$ cat src/rtl/fpmul_req_pkg.sv
// Shared types and constants for the FPMUL Start/Done requester.
// Flag vectors are ordered {OF,UF,NaNF,InfF,DNF,ZF}.
package fpmul_req_pkg;

    typedef enum logic [1:0] {
        IDLE,
        ISSUE,
        WAIT,
        HOLD
    } state_t;

    localparam int FLG_OF  = 5;
    localparam int FLG_UF  = 4;
    localparam int FLG_NAN = 3;
    localparam int FLG_INF = 2;
    localparam int FLG_DN  = 1;
    localparam int FLG_Z   = 0;

    localparam logic [31:0] QNAN = 32'h7FC00000;

    function automatic logic [5:0] flag_bit(input int idx);
        logic [5:0] mask;
        mask = '0;
        mask[idx] = 1'b1;
        return mask;
    endfunction

    localparam logic [5:0] TIMEOUT_FLAGS = flag_bit(FLG_NAN);

endpackage

$ cat src/rtl/fpmul_req_wdog.sv
// Watchdog counter for the requester: counts enabled cycles after a clear
// and raises expire once TIMEOUT_CYCLES-1 cycles have elapsed.
module fpmul_req_wdog #(
    parameter int TIMEOUT_CYCLES = 64,
    parameter int CNT_W          = $clog2(TIMEOUT_CYCLES + 1)
) (
    input  logic Clk,
    input  logic Rst_n,
    input  logic clear,
    input  logic enable,
    output logic expire
);

    logic [CNT_W-1:0] count;

    assign expire = (count == CNT_W'(TIMEOUT_CYCLES - 1));

    // Saturates at the expiry value so a late enable cannot wrap the count.
    always_ff @(posedge Clk) begin
        if (!Rst_n) begin
            count <= '0;
        end else if (clear) begin
            count <= '0;
        end else if (enable && !expire) begin
            count <= count + CNT_W'(1);
        end
    end

endmodule

$ cat src/rtl/fpmul_requester.sv
// Initiator for the FPMUL Start/Done interface: issues one operand pair at a
// time, waits for a Done rising edge (or watchdog timeout) and holds the result.
module fpmul_requester
    import fpmul_req_pkg::*;
#(
    parameter int TIMEOUT_CYCLES = 64,
    parameter int CNT_W          = $clog2(TIMEOUT_CYCLES + 1)
) (
    input  logic        Clk,
    input  logic        Rst_n,
    input  logic        In_Valid,
    output logic        In_Ready,
    input  logic [31:0] In_A,
    input  logic [31:0] In_B,
    output logic [31:0] Mul_A,
    output logic [31:0] Mul_B,
    output logic        Mul_Start,
    output logic        Mul_Rst,
    input  logic        Mul_Done,
    input  logic [31:0] Mul_P,
    input  logic [5:0]  Mul_Flags,
    output logic        Out_Valid,
    input  logic        Out_Ready,
    output logic [31:0] Out_P,
    output logic [5:0]  Out_Flags,
    output logic        Out_TO,
    output logic        Busy
);

    state_t state;
    logic   done_q;
    logic   done_edge;
    logic   wd_expire;

    assign In_Ready  = (state == IDLE) && Rst_n;
    assign Busy      = (state != IDLE);
    // A Done already high when Start is issued never produces an edge here.
    assign done_edge = Mul_Done && !done_q;

    fpmul_req_wdog #(
        .TIMEOUT_CYCLES(TIMEOUT_CYCLES),
        .CNT_W         (CNT_W)
    ) u_wdog (
        .Clk   (Clk),
        .Rst_n (Rst_n),
        .clear (state == ISSUE),
        .enable((state == WAIT) && !done_edge),
        .expire(wd_expire)
    );

    always_ff @(posedge Clk) begin
        if (!Rst_n) begin
            state     <= IDLE;
            Mul_A     <= '0;
            Mul_B     <= '0;
            Mul_Start <= 1'b0;
            Mul_Rst   <= 1'b1;
            Out_Valid <= 1'b0;
            Out_P     <= '0;
            Out_Flags <= '0;
            Out_TO    <= 1'b0;
            done_q    <= 1'b0;
        end else begin
            done_q    <= Mul_Done;
            Mul_Start <= 1'b0;
            Mul_Rst   <= 1'b0;
            case (state)
                IDLE: begin
                    if (In_Valid && In_Ready) begin
                        Mul_A     <= In_A;
                        Mul_B     <= In_B;
                        Mul_Start <= 1'b1;
                        state     <= ISSUE;
                    end
                end
                ISSUE: begin
                    state <= WAIT;
                end
                WAIT: begin
                    // The Done edge takes priority over a same-cycle expiry.
                    if (done_edge) begin
                        Out_P     <= Mul_P;
                        Out_Flags <= Mul_Flags;
                        Out_TO    <= 1'b0;
                        Out_Valid <= 1'b1;
                        state     <= HOLD;
                    end else if (wd_expire) begin
                        Out_P     <= QNAN;
                        Out_Flags <= TIMEOUT_FLAGS;
                        Out_TO    <= 1'b1;
                        Out_Valid <= 1'b1;
                        Mul_Rst   <= 1'b1;
                        state     <= HOLD;
                    end
                end
                HOLD: begin
                    if (Out_Valid && Out_Ready) begin
                        Out_Valid <= 1'b0;
                        state     <= IDLE;
                    end
                end
                default: state <= IDLE;
            endcase
        end
    end

endmodule

$ cat config.mk
export PLATFORM = sky130hd
export DESIGN_NAME = fpmul_requester
export DESIGN_NICKNAME = d
export VERILOG_FILES = /design/src/rtl/fpmul_req_pkg.sv /design/src/rtl/fpmul_req_wdog.sv /design/src/rtl/fpmul_requester.sv
export SDC_FILE = /design/constraint.sdc
export NUM_CORES = 1
export LEC_CHECK = 0
export CAP_MARGIN = 20
export CORE_UTILIZATION = 35
export CTS_CLUSTER_DIAMETER = 120
export DETAILED_ROUTE_END_ITERATION = 10
export PLACE_DENSITY = 0.74
export SETUP_SLACK_MARGIN = 0.1
export SLEW_MARGIN = 10
export SYNTH_ARGS = -nofsm -noshare
export SYNTH_HDL_FRONTEND = slang
export SYNTH_SLANG_ARGS = --single-unit
$ cat constraint.sdc
create_clock -name Clk -period 1.5 [get_ports Clk]
set_input_delay 0.15 -clock Clk [delete_from_list [all_inputs] [get_ports Clk]]
set_output_delay 0.15 -clock Clk [all_outputs]
set_load 0.05 [all_outputs]
### Yosys cells after proc, flatten, opt, wreduce, memory -nomap -nowiden

Index checks and enable logic that the tools add are counted.
Widths: inputs -> output; s select.

| word-level totals | value |
|---|---|
| memory bits (read-only) | 0 |
| memory bits (writable) | 0 |
| latch bits | 0 |
| output and inout port bits | 108 |
| memories | 0 |
| bits of input ports | 107 |
| logic and storage cells | 57 |
| register bits | 116 |

| operators by class | value |
|---|---|
| shift operators | 0 |
| reductions and logical operators | 19 |
| equality and inequality tests | 7 |
| $add $sub $neg | 1 |
| $mul | 0 |
| multiplexer cells | 18 |
| div/mod/pow operators | 0 |
| bitwise gates (word level) | 1 |
| order comparisons | 0 |

Operators by type and width:

| cell | count |
|---|---|
| $mux 32 | 2 |
| $mux 6 | 2 |
| $mux 1 | 8 |
| $mux 2 | 4 |
| $pmux 2 s4 | 1 |
| $add 7x1->7 const B | 1 |
| $eq 7x6->1 const B | 1 |
| $logic_and 1x1->1 | 6 |
| $reduce_and 2->1 | 3 |
| $reduce_and 3->1 | 2 |
| $reduce_bool 2->1 | 3 |
| $eq 2x2->1 const B | 2 |
| $logic_not 1->1 | 3 |
| $ne 3x2->1 const B | 1 |
| $eq 2x1->1 const B | 1 |
| $logic_not 2->1 | 1 |
| $ne 2x1->1 const B | 1 |
| $ne 2x2->1 const B | 1 |
| $pmux 1 s2 | 1 |
| $reduce_or 2->1 | 1 |
| $not 1->1 | 1 |

### Longest topological paths before layout

Gate-level depths: netlist (run 1).

| depth | value |
|---|---|
| depth after elaboration | 5 |
| mapped depth | 8 |
| mapped depth without buffers | 5 |

### By module

From an unflattened synthesis (run 1), not the netlist that was laid out.

| unflattened totals | value |
|---|---|
| cells, all modules | 473 |
| area total of the unflattened synthesis | 4,354.2 µm² |

Modules (own cells, without submodules):

| module | cells an instance | area an instance (µm²) | sequential area each (µm²) | instances |
|---|---|---|---|---|
| fpmul_requester | 436 | 4,011.3 | 2,182.1 | 1 |
| fpmul_req_wdog | 37 | 342.8 | 140.1 | 1 |

### Least setup slack after synthesis (run 1)

No wires, ideal clock.

| timing | value |
|---|---|
| path kind | register to output |
| from | reg state[0] |
| to | out In_Ready |
| setup slack | -166 ps |
| data arrival time | 1,516 ps |
| stages on the path, launching flop included | 5 |
| path through | dfxtp_1 > inv_1 > ha_1 > inv_1 > nor2_1 |

| between the ends | value |
|---|---|
| word-level cells in the longest chain between the ends | 2 |

RTL lines:

| element | line | source |
|---|---|---|
| start, declared | fpmul_requester.sv:30 | `state_t state;` |
| start signal, assigned | fpmul_requester.sv:53 | `state <= IDLE;` |
| start signal, assigned | fpmul_requester.sv:73 | `state <= ISSUE;` |
| start signal, assigned | fpmul_requester.sv:77 | `state <= WAIT;` |
| $logic_not 2->1 | fpmul_requester.sv:35 | `assign In_Ready = (state == IDLE) && Rst_n;` |
| $logic_and 1x1->1 | fpmul_requester.sv:35 |  |
| end, declared | fpmul_requester.sv:12 | `output logic In_Ready,` |

Every way passes these cells.

### Final worst setup path (run 1)

| timing | value |
|---|---|
| from | reg u_wdog.count[1] |
| to | reg u_wdog.count[2] |

| between the ends | value |
|---|---|
| word-level cells in the longest chain between the ends | 3 |

RTL lines:

| element | line | source |
|---|---|---|
| start, declared | fpmul_req_wdog.sv:14 | `logic [CNT_W-1:0] count;` |
| start signal, assigned | fpmul_req_wdog.sv:25 | `count <= count + CNT_W'(1);` |
| parallel branches: the longest is 3 deep, another holds $add 7x1->7 | -- |  |

Several ways; the timed one is not identified.
A chain may end at the register's enable or synchronous reset.

==> results of run 1 <==
logic make-up after synthesis:
group	Yosys count
AOI/OAI and AO/OA	124
xor gates and xnor gates	1
adders and majority gates	6
buffers and inverters	38
DFF	116
muxes	1
and+or+nand+nor	155
critical path: stages (launching register included):
cell and delay, ns:
dfxtp_2 0.33, ha_4 0.15, nand3b_1 0.14, buf_4 0.15, o211ai_4 0.09, buf_4 0.16, or3_1 0.30, a21oi_1 0.12
state kept, by name, summed over array words and instances, names as in the netlist:
signal / cells
Mul_B: 32
u_wdog.count: 7
Out_TO: 1
Mul_Start: 1
Mul_Rst: 1
Out_P: 32
done_q: 1
Out_Flags: 6
state: 2
Out_Valid: 1
Mul_A: 32
layer usage:
| layer | vias to the layer above | wire length, um |
|---|---|---|
| met1 | 1805 | 4541 |
| met5 | - | 0 |
| li1 | 1971 | - |
| met2 | 122 | 6127 |
| met3 | 15 | 777 |
| met4 | 0 | 173 |
where the power goes:
group	total, mW	internal (mW)	switching, mW
clock network	3.90	2.61	1.30
logic	4.44	1.62	2.82
registers	3.92	3.62	0.303
total	12.3	7.84	4.42
cells in the final DEF (no fill, tap or decap), types with 4 or more instances in the layout:
cell	count
clkdlybuf4s50_1	105
dfxtp_1	111
nor2_1	5
buf_12	5
o21ai_0	53
nand2_2	8
a22o_1	28
o221a_2	10
inv_1	4
clkbuf_16	19
clkbuf_8	4
clkbuf_1	6
buf_4	124
nand2_1	123
o21ai_1	15
timing repair:
| item | 4_1_cts | 5_1_grt |
|---|---|---|
| gates cloned | 0 | 2 |
| pin swaps | 6 | 6 |
| gates resized for setup | 14 | 31 |
| endpoints found under the setup margin | 50 | 79 |
| setup buffers | 5 | 7 |
cell type report:
cell class	instances	area, um2
Clock inverter	4	70.07
Sequential cell	116	2333
Inverter	7	36.28
Tap cell	143	178.9
Clock buffer	27	503.0
Timing Repair Buffer	240	2203
Fill cell	997	4378
Multi-Input combinational cell	287	1667
how the worst min path moves through the flow:
stage	startpoint	to	cells after the start
floorplan	In_A[0]	Mul_A[0]	2
global placement	Out_TO	Out_TO	1
detailed placement	Mul_B[18]	Mul_B[18]	2
CTS	Rst_n	Mul_Rst	2
global route	Rst_n	Mul_Rst	2
finish	Rst_n	Mul_Rst	2
per-stage QoR:
stage | cell area, um2 | instances | hold WS, ns
after CTS | 6824 | 815 | 0.03245
final | 6992 | 824 | 0.05050
after global placement | 6168 | 779 | 0.4426
after detailed placement | 6168 | 779 | 0.4510
after global routing | 6992 | 824 | 0.08508
after floorplan | 4126 | 441 | 0.2586
==> flow_summary.toml, run 1 <==
[cts]
clock_path_buffers = 2
tritoncts = "built"
path_clk_slew_ns = 0.05
htree_levels = 4
clk_latency_ns = 0.40
cts_buffers = 17
hold_buffers = 0
cts.root.buffer_cell = "clkbuf_16"
cts.sink_count = 116

[logic_synthesis]
yosysTopAreaCell = "dfxtp_1"
synth-main-ff-cell = "dfxtp_1"
synth_top_area_share_pct = 56.97
synth_edf_count = 0
synth_top_family_by_area = "compound AO/OA/AOI/OAI gates"
yosys.area_share.adder_pct = 1.842
synth_mux_area_share_pct = 0.2455
yosysMostFrequentCell = "nand2_1"
synthTopCellsByCount = "nand2_1, dfxtp_1, o21ai_0, a22o_1"
postSynth.asyncResetShare_pct = 0
seq_area_frac_synth_pct = 56.97
synth_area_leaders = "dfxtp_1, nand2_1, o21ai_0"
synthXorXnorAreaFrac_pct = 0.2149
synth_nets = 554
yosys_warnings = 0
synth.distinct_cells = 38
synthCells = 441
syn_area_um2 = 4076
syn_area_per_cell_um2 = 9.244
ys_ff_latch = 116
synth_compound_area_share_pct = 20.56
synthSimpleGateAreaFrac_pct = 15.50

[drt]
via_count = 3913
drt_iter0_drc = 201
drtAntennaViolNets = 0
first_pass_iters = 5
drt-total-wl_um = 11620
wl_per_cell_um = 14.10
drc = 0
vias_per_cell = 4.749

[floorplan]
die_x_um = 109.9
rows = 39
ioPinCount = 215
core-area_um2 = 11370
die_area_um2 = 12080
die_h_um = 109.9
start_util_pct = 35.85

[timing]
finalHoldViolations = 0
slew-limit-headroom_pct = 73.62
layout_min_cycle_time_ns = 1.529
worst_slack_ns = -0.02902
layout_worst_path_cycle_share_pct = 101.9
setup_viol = 25
finalSetupTns_ns = -0.4323
drv_slew = 0
rsz0062_at_grt = "yes"
max_slew.worst_pin.slew_ns = 0.3953
fmax_mhz = 654.0
fin_worst_skew_ns = 0.005814

[power_and_ir_drop]
p_per_area_nw_per_um2 = 1754
ir_worst_vdd_mv = 1.133
p_leak_nw = 2.941
power_mw = 12.26

[placement]
pre_cts_slack_ns = -0.09129
gp_congestion = 0.7907
portBuffers = 214
dpl.hpwl_um = 7751

[global_routing]
grt_usage_pct = 18.31
antenna_found_initial = 0
use_met1_pct = 20.13
grt_pass1_wl_um = 16770
grt-ovfl-total = 0
grt_util_met3_pct = 7.410
grt.busiest_layer = "met2"
grt_max_degree = 74
grt_pass1_vias = 3544
grtUsageMet2_pct = 30.49

[setup_path]
worstPathArrival_ns = 1.86
crit_path_end = "u_wdog.count[2]"
worstReg2RegStart = "u_wdog.count[1]"
r2r_slack_ns = -0.03
cp.required_ns = 1.83
critPathLaunchType = "flop"
startpoint = "u_wdog.count[1]"
crit_path_max_fanout = 4
reg2reg_to = "u_wdog.count[2]"
rr_worst_depth = 7
path_class = "flop to flop"
cp-end-kind = "flop"

[run_status]
status = "complete, but fails checks"
violations = "setup timing"

[worst_hold_path]
hold_class = "input pin to flop"

[layout]
fin_nets = 782
synthToLayoutAreaGrowth_pct = 71.52
post-route-util_pct = 61.49
antenna_cells = 0
drive_above_1_share_pct = 29.22

[run]
drv_cap = 0
(Power assumes the default switching activity.)
==> inputs of run 2 (changes only) <==
- HOLD_SLACK_MARGIN: not set -> 0.02
==> results of run 2 <==
No change in the layout: final DEF, timing and power equal those of run 1.
